[config.mk]
export PLATFORM = sky130hd
export DESIGN_NAME = ctrl_pipe_unit
export DESIGN_NICKNAME = d
export VERILOG_FILES = /design/src/rtl/ctrl_pkg.sv /design/src/rtl/ctrl_decode.sv /design/src/rtl/ctrl_pipe_unit.sv
export SDC_FILE = /design/constraint.sdc
export NUM_CORES = 1
export LEC_CHECK = 0
export CAP_MARGIN = 20
export CORE_MARGIN = 2
export CORE_UTILIZATION = 33
export DETAILED_ROUTE_END_ITERATION = 12
export PLACE_DENSITY = 0.67
export SLEW_MARGIN = 20
export SYNTH_ARGS = -nofsm -noshare
export SYNTH_HDL_FRONTEND = slang
export SYNTH_SLANG_ARGS = --single-unit
[constraint.sdc]
create_clock -name clk_i -period 3.02 [get_ports clk_i]
set_clock_uncertainty 0.2 [all_clocks]
set_input_delay 0.453 -clock clk_i [delete_from_list [all_inputs] [get_ports clk_i]]
set_output_delay 0.453 -clock clk_i [all_outputs]
set_load 0.05 [all_outputs]
[src/rtl/ctrl_pkg.sv]
// Shared definitions for the pipeline main control: opcodes, ALUOp codes, stage control bundles.
// Latency: none, declarations only.
// Backpressure: not applicable.
package ctrl_pkg;

    localparam logic [6:0] OP_R      = 7'b0110011;
    localparam logic [6:0] OP_IMM    = 7'b0010011;
    localparam logic [6:0] OP_LOAD   = 7'b0000011;
    localparam logic [6:0] OP_STORE  = 7'b0100011;
    localparam logic [6:0] OP_BRANCH = 7'b1100011;
    localparam logic [6:0] OP_JAL    = 7'b1101111;
    localparam logic [6:0] OP_JALR   = 7'b1100111;
    localparam logic [6:0] OP_LUI    = 7'b0110111;

    localparam logic [2:0] ALUOP_ADD  = 3'b000;
    localparam logic [2:0] ALUOP_BR   = 3'b001;
    localparam logic [2:0] ALUOP_R    = 3'b010;
    localparam logic [2:0] ALUOP_I    = 3'b011;
    localparam logic [2:0] ALUOP_LUI  = 3'b100;
    localparam logic [2:0] ALUOP_LINK = 3'b101;

    typedef struct packed {
        logic [2:0] alu_op;
        logic       alu_src;
        logic       branch;
        logic       jump;
    } ex_ctrl_t;

    typedef struct packed {
        logic mem_read;
        logic mem_write;
    } mem_ctrl_t;

    typedef struct packed {
        logic reg_write;
        logic mem_to_reg;
    } wb_ctrl_t;

endpackage

[src/rtl/ctrl_decode.sv]
// Opcode decoder for the instruction in ID: EX/MEM/WB control bundles, illegal flag, rs-use flags.
// Latency: purely combinational.
// Backpressure: none; ports: op in, ex/mem/wb bundles, illegal, uses_rs1, uses_rs2 out.
module ctrl_decode
    import ctrl_pkg::*;
(
    input  logic [6:0] op,
    output ex_ctrl_t   ex,
    output mem_ctrl_t  mem,
    output wb_ctrl_t   wb,
    output logic       illegal,
    output logic       uses_rs1,
    output logic       uses_rs2
);

    always_comb begin
        ex       = '0;
        mem      = '0;
        wb       = '0;
        illegal  = 1'b0;
        uses_rs1 = 1'b1;
        uses_rs2 = 1'b0;
        case (op)
            OP_R: begin
                wb.reg_write = 1'b1;
                ex.alu_op    = ALUOP_R;
                uses_rs2     = 1'b1;
            end
            OP_IMM: begin
                wb.reg_write = 1'b1;
                ex.alu_op    = ALUOP_I;
                ex.alu_src   = 1'b1;
            end
            OP_LOAD: begin
                wb.reg_write  = 1'b1;
                wb.mem_to_reg = 1'b1;
                mem.mem_read  = 1'b1;
                ex.alu_op     = ALUOP_ADD;
                ex.alu_src    = 1'b1;
            end
            OP_STORE: begin
                mem.mem_write = 1'b1;
                ex.alu_op     = ALUOP_ADD;
                ex.alu_src    = 1'b1;
                uses_rs2      = 1'b1;
            end
            OP_BRANCH: begin
                ex.alu_op = ALUOP_BR;
                ex.branch = 1'b1;
                uses_rs2  = 1'b1;
            end
            OP_JAL: begin
                wb.reg_write = 1'b1;
                ex.alu_op    = ALUOP_LINK;
                ex.jump      = 1'b1;
                uses_rs1     = 1'b0;
            end
            OP_JALR: begin
                wb.reg_write = 1'b1;
                ex.alu_op    = ALUOP_LINK;
                ex.alu_src   = 1'b1;
                ex.jump      = 1'b1;
            end
            OP_LUI: begin
                wb.reg_write = 1'b1;
                ex.alu_op    = ALUOP_LUI;
                ex.alu_src   = 1'b1;
                uses_rs1     = 1'b0;
            end
            default: begin
                illegal = 1'b1;
            end
        endcase
    end

endmodule

[src/rtl/ctrl_pipe_unit.sv]
// Main control for a 5-stage RV32I pipe: decode in ID, ID/EX, EX/MEM, MEM/WB control registers,
// load-use bubbles, redirect flush, memory freeze, saturating stall/flush counters.
// Latency: ex_* 1 cycle after ID, mem_* 2, wb_* 3; mem_stall_i freezes every stage register.
module ctrl_pipe_unit
    import ctrl_pkg::*;
#(
    parameter int REG_AW    = 5,
    parameter int ALUOP_W   = 3,
    parameter int CNT_W     = 16,
    parameter int HAZARD_EN = 1
) (
    input  logic              clk_i,
    input  logic              rst_i,
    input  logic [6:0]        op_i,
    input  logic [REG_AW-1:0] rs1_i,
    input  logic [REG_AW-1:0] rs2_i,
    input  logic [REG_AW-1:0] rd_i,
    input  logic              redirect_i,
    input  logic              mem_stall_i,
    output logic [ALUOP_W-1:0] ex_alu_op_o,
    output logic              ex_alu_src_o,
    output logic              ex_branch_o,
    output logic              ex_jump_o,
    output logic [REG_AW-1:0] ex_rd_o,
    output logic              mem_read_o,
    output logic              mem_write_o,
    output logic [REG_AW-1:0] mem_rd_o,
    output logic              wb_reg_write_o,
    output logic              wb_mem_to_reg_o,
    output logic [REG_AW-1:0] wb_rd_o,
    output logic              pc_write_o,
    output logic              ifid_write_o,
    output logic              ifid_flush_o,
    output logic              stall_o,
    output logic              illegal_o,
    output logic [CNT_W-1:0]  stall_cnt_o,
    output logic [CNT_W-1:0]  flush_cnt_o
);

    localparam logic [CNT_W-1:0] CNT_MAX = '1;

    ex_ctrl_t          dec_ex;
    mem_ctrl_t         dec_mem;
    wb_ctrl_t          dec_wb;
    logic              dec_illegal;
    logic              uses_rs1;
    logic              uses_rs2;
    logic [REG_AW-1:0] dec_rd;

    ex_ctrl_t          idex_ex;
    mem_ctrl_t         idex_mem;
    wb_ctrl_t          idex_wb;
    logic [REG_AW-1:0] idex_rd;
    mem_ctrl_t         exmem_mem;
    wb_ctrl_t          exmem_wb;
    logic [REG_AW-1:0] exmem_rd;
    wb_ctrl_t          memwb_wb;
    logic [REG_AW-1:0] memwb_rd;
    logic [CNT_W-1:0]  stall_cnt;
    logic [CNT_W-1:0]  flush_cnt;

    logic load_use;
    logic bubble;
    logic pc_write;
    logic ifid_write;
    logic ifid_flush;
    logic stall;

    ctrl_decode u_decode (
        .op       (op_i),
        .ex       (dec_ex),
        .mem      (dec_mem),
        .wb       (dec_wb),
        .illegal  (dec_illegal),
        .uses_rs1 (uses_rs1),
        .uses_rs2 (uses_rs2)
    );

    // Non-writing instructions carry rd=0 so downstream forwarding never matches them.
    assign dec_rd = dec_wb.reg_write ? rd_i : '0;

    always_comb begin
        load_use = 1'b0;
        if (HAZARD_EN != 0) begin
            load_use = idex_mem.mem_read && (idex_rd != '0) &&
                       ((uses_rs1 && (idex_rd == rs1_i)) ||
                        (uses_rs2 && (idex_rd == rs2_i)));
        end
    end

    // Reset beats freeze beats redirect beats load-use.
    always_comb begin
        pc_write   = 1'b0;
        ifid_write = 1'b0;
        ifid_flush = 1'b0;
        stall      = 1'b0;
        bubble     = 1'b0;
        if (!rst_i) begin
            bubble = 1'b1;
        end else if (mem_stall_i) begin
            bubble = 1'b0;
        end else if (redirect_i) begin
            bubble     = 1'b1;
            ifid_flush = 1'b1;
            pc_write   = 1'b1;
            ifid_write = 1'b1;
        end else if (load_use) begin
            bubble = 1'b1;
            stall  = 1'b1;
        end else begin
            pc_write   = 1'b1;
            ifid_write = 1'b1;
        end
    end

    always_ff @(posedge clk_i) begin
        if (!rst_i) begin
            idex_ex   <= '0;
            idex_mem  <= '0;
            idex_wb   <= '0;
            idex_rd   <= '0;
            exmem_mem <= '0;
            exmem_wb  <= '0;
            exmem_rd  <= '0;
            memwb_wb  <= '0;
            memwb_rd  <= '0;
            stall_cnt <= '0;
            flush_cnt <= '0;
        end else if (!mem_stall_i) begin
            if (bubble) begin
                idex_ex  <= '0;
                idex_mem <= '0;
                idex_wb  <= '0;
                idex_rd  <= '0;
            end else begin
                idex_ex  <= dec_ex;
                idex_mem <= dec_mem;
                idex_wb  <= dec_wb;
                idex_rd  <= dec_rd;
            end
            exmem_mem <= idex_mem;
            exmem_wb  <= idex_wb;
            exmem_rd  <= idex_rd;
            memwb_wb  <= exmem_wb;
            memwb_rd  <= exmem_rd;
            if (ifid_flush && (flush_cnt != CNT_MAX)) begin
                flush_cnt <= flush_cnt + CNT_W'(1);
            end
            if (stall && (stall_cnt != CNT_MAX)) begin
                stall_cnt <= stall_cnt + CNT_W'(1);
            end
        end
    end

    assign ex_alu_op_o     = ALUOP_W'(idex_ex.alu_op);
    assign ex_alu_src_o    = idex_ex.alu_src;
    assign ex_branch_o     = idex_ex.branch;
    assign ex_jump_o       = idex_ex.jump;
    assign ex_rd_o         = idex_rd;
    assign mem_read_o      = exmem_mem.mem_read;
    assign mem_write_o     = exmem_mem.mem_write;
    assign mem_rd_o        = exmem_rd;
    assign wb_reg_write_o  = memwb_wb.reg_write;
    assign wb_mem_to_reg_o = memwb_wb.mem_to_reg;
    assign wb_rd_o         = memwb_rd;
    assign pc_write_o      = pc_write;
    assign ifid_write_o    = ifid_write;
    assign ifid_flush_o    = ifid_flush;
    assign stall_o         = stall;
    assign illegal_o       = dec_illegal;
    assign stall_cnt_o     = stall_cnt;
    assign flush_cnt_o     = flush_cnt;

endmodule

Word-level counts from Yosys, hierarchy flattened

Cells that the tools add are included.

Output and inout port bits: 62
Logic and storage cells: 79
Input bits: 26
Flip-flop bits (word level): 63

Reduce and logical (&&, ||, !) cells: 16
Multiplexer cells: 29
Bitwise operators: 1
Eq/ne operators: 12
Add/sub/neg operators: 2

Operators by type and width:

| kind                                                 | number |
|---|---|
| adder 16 x 1 -> 16 bit (second input constant)       | 2 |
| inequality test 16 bit (second input constant)       | 2 |
| 2-to-1 mux 1 bit                                     | 23 |
| equality test 7 x 6 -> 1 bit (second input constant) | 3 |
| equality test 7 bit (second input constant)          | 3 |
| case mux 3 bit (5 select lines)                      | 1 |
| equality test 5 bit                                  | 2 |
| 2-to-1 mux 5 bit                                     | 2 |
| OR reduction 8 bit                                   | 1 |
| equality test 7 x 2 -> 1 bit (second input constant) | 1 |
| equality test 7 x 5 -> 1 bit (second input constant) | 1 |
| logical AND 1 bit                                    | 6 |
| 2-to-1 mux 6 bit                                     | 1 |
| OR reduction 6 bit                                   | 1 |
| nonzero test 5 bit                                   | 1 |
| OR reduction 5 bit                                   | 1 |
| 2-to-1 mux 2 bit                                     | 2 |
| AND reduction 2 bit                                  | 2 |
| OR reduction 2 bit                                   | 2 |
| OR reduction 3 bit                                   | 1 |
| logical OR 1 bit                                     | 1 |
| inverter 1 bit                                       | 1 |

Depth between registers and ports, before layout

Depth in word-level cells: 12
Mapped depth: 10
Gate-level depth less buffers: 7

By module

A second synthesis with hierarchy kept.

Cells, all modules: 341
Area, all modules: 3109.2 um2

Modules (own cells, without submodules):

| module         | instances | sequential area each (um2) | cells each | area each (um2) |
|---|---|---|---|---|
| ctrl_pipe_unit | 1         | 1261.2                     | 298        | 2831.5 |
| ctrl_decode    | 1         | 0.0                        | 43         | 277.8 |

Worst setup path before layout

OpenSTA, ideal clock, no wires.

Path type: reg2out
Start: register idex_rd[1], in the netlist ex_rd_o[1]
End: output pc_write_o
Cell stages (with the launch flop): 10
Path buffers: 3
Data required time: 2.367 ns
Setup slack: -0.985 ns
Arrival time: 3.352 ns
Cell sequence: dfxtp_1 > or4_4 > o21ai_4 > a2111oi_4 > nor2_2 > buf_6 > buf_6 > nor2_1 > nor3_1 > buf_4

Longest elaborated chain between the ends: 8
Elaborated cells on any way between the ends: 12
Classes of those cells: eq/ne: 2; mux: 4; reduce/logical: 6

RTL lines:

| element                                | RTL line                                   | RTL |
|---|---|---|
| start, declared                        | ctrl_pipe_unit.sv:53                       | `logic [REG_AW-1:0] idex_rd;` |
| start signal, assigned                 | ctrl_pipe_unit.sv:139                      | `idex_rd <= dec_rd;` |
| equality test 5 bit (on tied branches) | ctrl_pipe_unit.sv:86, ctrl_pipe_unit.sv:87 |  |
| logical AND 1 bit (on tied branches)   | ctrl_pipe_unit.sv:86, ctrl_pipe_unit.sv:87 |  |
| logical OR 1 bit                       | ctrl_pipe_unit.sv:86                       | `((uses_rs1 && (idex_rd == rs1_i)) \|\|` |
| logical AND 1 bit (*)                  | ctrl_pipe_unit.sv:85                       | `load_use = idex_mem.mem_read && (idex_rd != '0) &&` |
| 2-to-1 mux 1 bit (*) (4 in a row)      | n/a                                        |  |
| end, declared                          | ctrl_pipe_unit.sv:31                       | `output logic pc_write_o,` |

Mark *: on every way between the ends. The rest lies on a longest branch, timed or not.

Final worst setup path

Start: input op_i[6]
End: output pc_write_o

Longest elaborated chain between the ends: 10
Elaborated cells on any way between the ends: 17
Classes of those cells: eq/ne: 5; mux: 6; reduce/logical: 6

RTL lines:

| element                                                                    | RTL line                                   | RTL |
|---|---|---|
| start, declared                                                            | ctrl_pipe_unit.sv:14                       | `input logic [6:0] op_i,` |
| equality test 7 x 6 -> 1 bit / equality test 7 bit (equally long branches) | ctrl_decode.sv:23                          | `case (op)` |
| OR reduction 3 bit (no line) / OR reduction 2 bit (equally long branches)  | n/a                                        |  |
| 2-to-1 mux 1 bit                                                           | ctrl_decode.sv:23                          |  |
| logical AND 1 bit (on tied branches)                                       | ctrl_pipe_unit.sv:87, ctrl_pipe_unit.sv:86 |  |
| logical OR 1 bit (*)                                                       | ctrl_pipe_unit.sv:86                       |  |
| logical AND 1 bit (*)                                                      | ctrl_pipe_unit.sv:85                       |  |
| 2-to-1 mux 1 bit (*)                                                       | ctrl_pipe_unit.sv:107                      | `end else if (load_use) begin` |
| 2-to-1 mux 1 bit (*)                                                       | ctrl_pipe_unit.sv:102                      | `end else if (redirect_i) begin` |
| 2-to-1 mux 1 bit (*)                                                       | ctrl_pipe_unit.sv:100                      | `end else if (mem_stall_i) begin` |
| 2-to-1 mux 1 bit (*)                                                       | ctrl_pipe_unit.sv:98                       | `if (!rst_i) begin` |

Marks and branches as above.

==> results.txt <==
----------------------------------------------------
[Outcome]
  Outcome ... complete, no violations

[Timing]
  Final worst-path cycle share ... 0.9743
  Total of endpoints with negative setup slack in the final report ... 0
  Slew at the pin closest to its max-slew limit ... 537.4 ps
  Peak Freq ... between 300 and 400 MHz
  Shortest clock period the worst path allows after layout ... about 2900 ps
  Post-layout worst setup margin ... 77.73 ps
  Slew HR ... 0.6417
  Final Slew Violations ... 0
  Hold Violations, Final ... 0

[Worst setup path]
  Start of the worst register-to-register path ... ex_rd_o[4]
  Maximum fanout count along the critical path ... 5
  Worst EP required ... between 2000 and 2500 ps
  Critical path data arrival time ... 2290 ps
  Endpoint class of the critical path ... output port
  Startpoint of the most critical setup path ... op_i[6]
  Number of cells on the worst reg-to-reg path ... 7
  Crit path kind ... in2out
  Crit path launch type ... input pin

[Clock network]
  Clock tree from TritonCTS ... built
  Clock tree sinks ... 61
  Clock latency of the later-clocked register in the worst-skew pair ... 340 ps
  CTS Buf Count ... 9
  H-tree depth reported by CTS ... 3
  Root Buffer Master ... clkbuf_8
  Buffer levels on the longest clock path ... 2
  Count of hold-fix buffers inserted at cts ... 0
  Worst-path clk slew ... about 70 ps

[Route]
  Met2 layer wire length in the routed design ... about 3900 um
  Routed length per placed instance ... roughly 15 um
  Post-route DRC ... 0
  Final WL ... approximately 8100 um
  Met3 wire len ... around 610 um
  Remaining antenna violation count after routing ... 0
  Via-per-instance ratio ... about 5.2
  Wire length on met1 ... 3479 um
  Uppermost layer routed ... met4
  First DRT Iteration DRCs ... 100
  Total number of vias ... between 2000 and 3000
  Number of detailed-routing iterations run before antenna repair ... 4

[Synthesis]
  Synth Warn # ... 0
  Most common cell in the netlist ... dfxtp_1
  Fraction of the mapped netlist area in simple logic gates ... 0.2594
  Area contributors post-synth ... dfxtp_1 41%, mux2i_1 5.8%, nor2_1 5.5%
  Syn Area/Cell ... 9.014 sq um
  Mux cell area share after synthesis ... 0.05755
  Number of synthesized flops with an enable pin ... 0
  Cell types with the highest counts after synthesis ... 61 x dfxtp_1, 43 x nor2_1, 22 x nand2_1, 17 x a21oi_1, 17 x mux2i_1
  Share of async-settable or async-resettable flops after synthesis ... 0
  Library cell occupying the most area in the post-synthesis netlist ... dfxtp_1
  Mapped cell area ... between 2000 and 3000 sq um
  Post-synthesis compound-gate area fraction ... 0.1481
  Area share of the leading cell type in the synthesized netlist ... 0.4130
  Dominant combinational cell family by area after synthesis ... simple AND/OR/NAND/NOR gates
  Total nets after synthesis ... approximately 360
  Number of register bits inferred by synthesis ... 61
  Number of distinct library cells after synthesis ... 60
  Sequential element share of the synthesized area ... 0.4130
  Share of synthesized cell area in full adder, half adder and majority cells ... 0.008464
  Cells after synthesis ... between 300 and 400
  Post-Synth XOR/XNOR Area ... 0.07110
  Flip-flop cell with the highest count after synthesis ... dfxtp_1

[Die]
  Num rows ... 34
  Die area ... just under 10000 sq um
  Boundary Pins ... 88
  Initial core utilization ... 0.3390
  Vert. Die Dim ... just under 100 um
  Chip width ... between 90 and 100 um
  Placeable core region ... around 8700 sq um

[Place]
  Post-place instance area ... a little over 4000 sq um
  Detailed-placement wirelength estimate ... between 5000 and 6000 um
  Minimum setup slack after placement ... -81.62 ps
  Final GP Congestion ... roughly 0.84
  Input/output buffers ... 87

[Power]
  Proportion of power drawn by combinational gates ... 0.094
  Power density relative to cell area ... 375.4 nW/um^2
  Switching power of the nets ... a little under 400 uW
  Switching power as a share of total power ... 0.2435
  Clock network power share ... 0.400
  Internal Pwr Total ... between 1000 and 1500 uW
  Leakage power of the design ... between 0.001 and 0.0015 uW
  Worst voltage drop across the vdd grid ... approximately 0.00023 V
  Share of power burned in registers ... 0.506

[Worst hold path]
  Launch point of the worst hold path ... ex_branch_o
  Class of the tightest hold or removal check ... reg2reg
  Number of cells traversed by the worst hold path ... 2

[Cells and area]
  Fill count ... 839
  Total non-filler cell area in the finished layout ... 4258 sq um
  Antenna Diode Count ... 0
  Relative area change from synthesis to final layout ... 44.01%
  Number of nets in the final layout ... between 400 and 500
  Fraction of final layout cells with drive strength greater than 1 ... 0.1439

[Job]
  Max-cap violations ... 0

[Global routing]
  Total Routing Usage GR ... 0.1666
  Initial antenna violation count ... 0
  Maximum number of pins on one net before global-route repair ... 47
  Leftover overflow at the end of global routing ... 0
  Via count of the first global-routing pass ... about 2700
  First-pass GRT wire length ... between 10000 and 15000 um

----------------------------------------------------
[final timing paths]
path | slack [ps] | end
hold / removal | 260 | ex_branch_o
setup reg to reg | 570 | stall_cnt_o[3]
hold reg to reg | 260 | ex_branch_o
setup / recovery | 80 | pc_write_o
[power groups by stage]
stage	logic, uW	clock network, uW	registers (uW)
6_report	150	639	809
5_1_grt	160	689	809
4_1_cts	148	655	809
2_1_floorplan	69.5	0	834
3_5_place_dp	146	0	828
3_3_place_gp	145	0	828
[metal layers]
| layer | global-route usage | vias to the layer above |
|---|---|---|
| met5 | 0 | - |
| met4 | 0.05374 | 0 |
| met3 | 0.06312 | 14 |
| met2 | 0.2732 | 86 |
| met1 | 0.2025 | 1315 |
| li1 | - | 1397 |
[worst max-delay path: stages]
cell and delay (ps):
clkdlybuf4s50_1 500, nand2b_2 250, o311ai_4 300, a2111oi_4 80, nor2_2 170, nor2_1 100, nor3_4 250, buf_12 180
[cell type report]
type	count	area, sq um	area share
clock inverters	2	10.01	0.002351
well taps	108	135.1	0.03174
inverters	2	7.507	0.001763
repair buffers	109	1076	0.2527
flip-flops and latches	61	1225	0.2877
multi-input cells	245	1649	0.3873
clock buffers	12	155.1	0.03644
[through the flow]
stage               total power (uW)  cells  TNS [ps]  utilization  hold WS, ps
floorplan                      903.0    328    -163.7            -        225.4
global placement               972.8    524    -75.27       0.4653        247.1
detailed placement             973.9    524    -163.2       0.4653        255.8
CTS                             1612    538         0       0.4851        265.3
global route                    1659    539    -36.85       0.4882        285.4
finish                          1598    539         0       0.4882        259.7
[cell families after synthesis]
| kind of cell | Yosys count |
|---|---|
| AOI/OAI and AO/OA | 61 |
| xor gates and xnor gates | 24 |
| adders and majority gates | 2 |
| buffers and inverters | 22 |
| DFF | 61 |
| muxes | 17 |
| and+or+nand+nor | 141 |
[repair_timing]
item	CTS	global route
endpoints found under the setup margin	2	3
pin swaps	0	3
buffers inserted	0	1
gates resized for setup	1	3
[sequential cells by signal, indices dropped and copies added, names as in the netlist]
name and cells:
flush_cnt_o 16, ex_rd_o 5, idex_wb 1, idex_mem 2, ex_jump_o 1, stall_cnt_o 16, wb_mem_to_reg_o 1, ex_alu_op_o 3
wb_reg_write_o 1, ex_alu_src_o 1, mem_rd_o 5, mem_read_o 1, mem_write_o 1, ex_branch_o 1, exmem_wb 1, wb_rd_o 5
[placed cells by master, fill, tap and decap left out, types with 4 or more instances in the layout]
| cell | netlist | routed |
|---|---|---|
| or3_1 | 8 | 8 |
| mux2i_1 | 17 | 17 |
| nand4_1 | 9 | 9 |
| nand2_1 | 22 | 22 |
| o21ai_0 | 6 | 6 |
| a22o_1 | 5 | 5 |
| nor2_1 | 43 | 42 |
| xnor2_1 | 14 | 13 |
| clkbuf_8 | 0 | 11 |
| buf_12 | 0 | 4 |
| o21ai_1 | 4 | 4 |
| o31ai_1 | 4 | 4 |
| nand3_1 | 13 | 13 |
| buf_4 | 3 | 23 |
| xor2_1 | 10 | 10 |
| a21oi_1 | 17 | 17 |
| nor3_1 | 6 | 5 |
| dfxtp_1 | 61 | 58 |
| clkdlybuf4s50_1 | 0 | 81 |
| and2_1 | 4 | 4 |
| nor4_1 | 5 | 5 |
(Power assumes the default switching activity.)
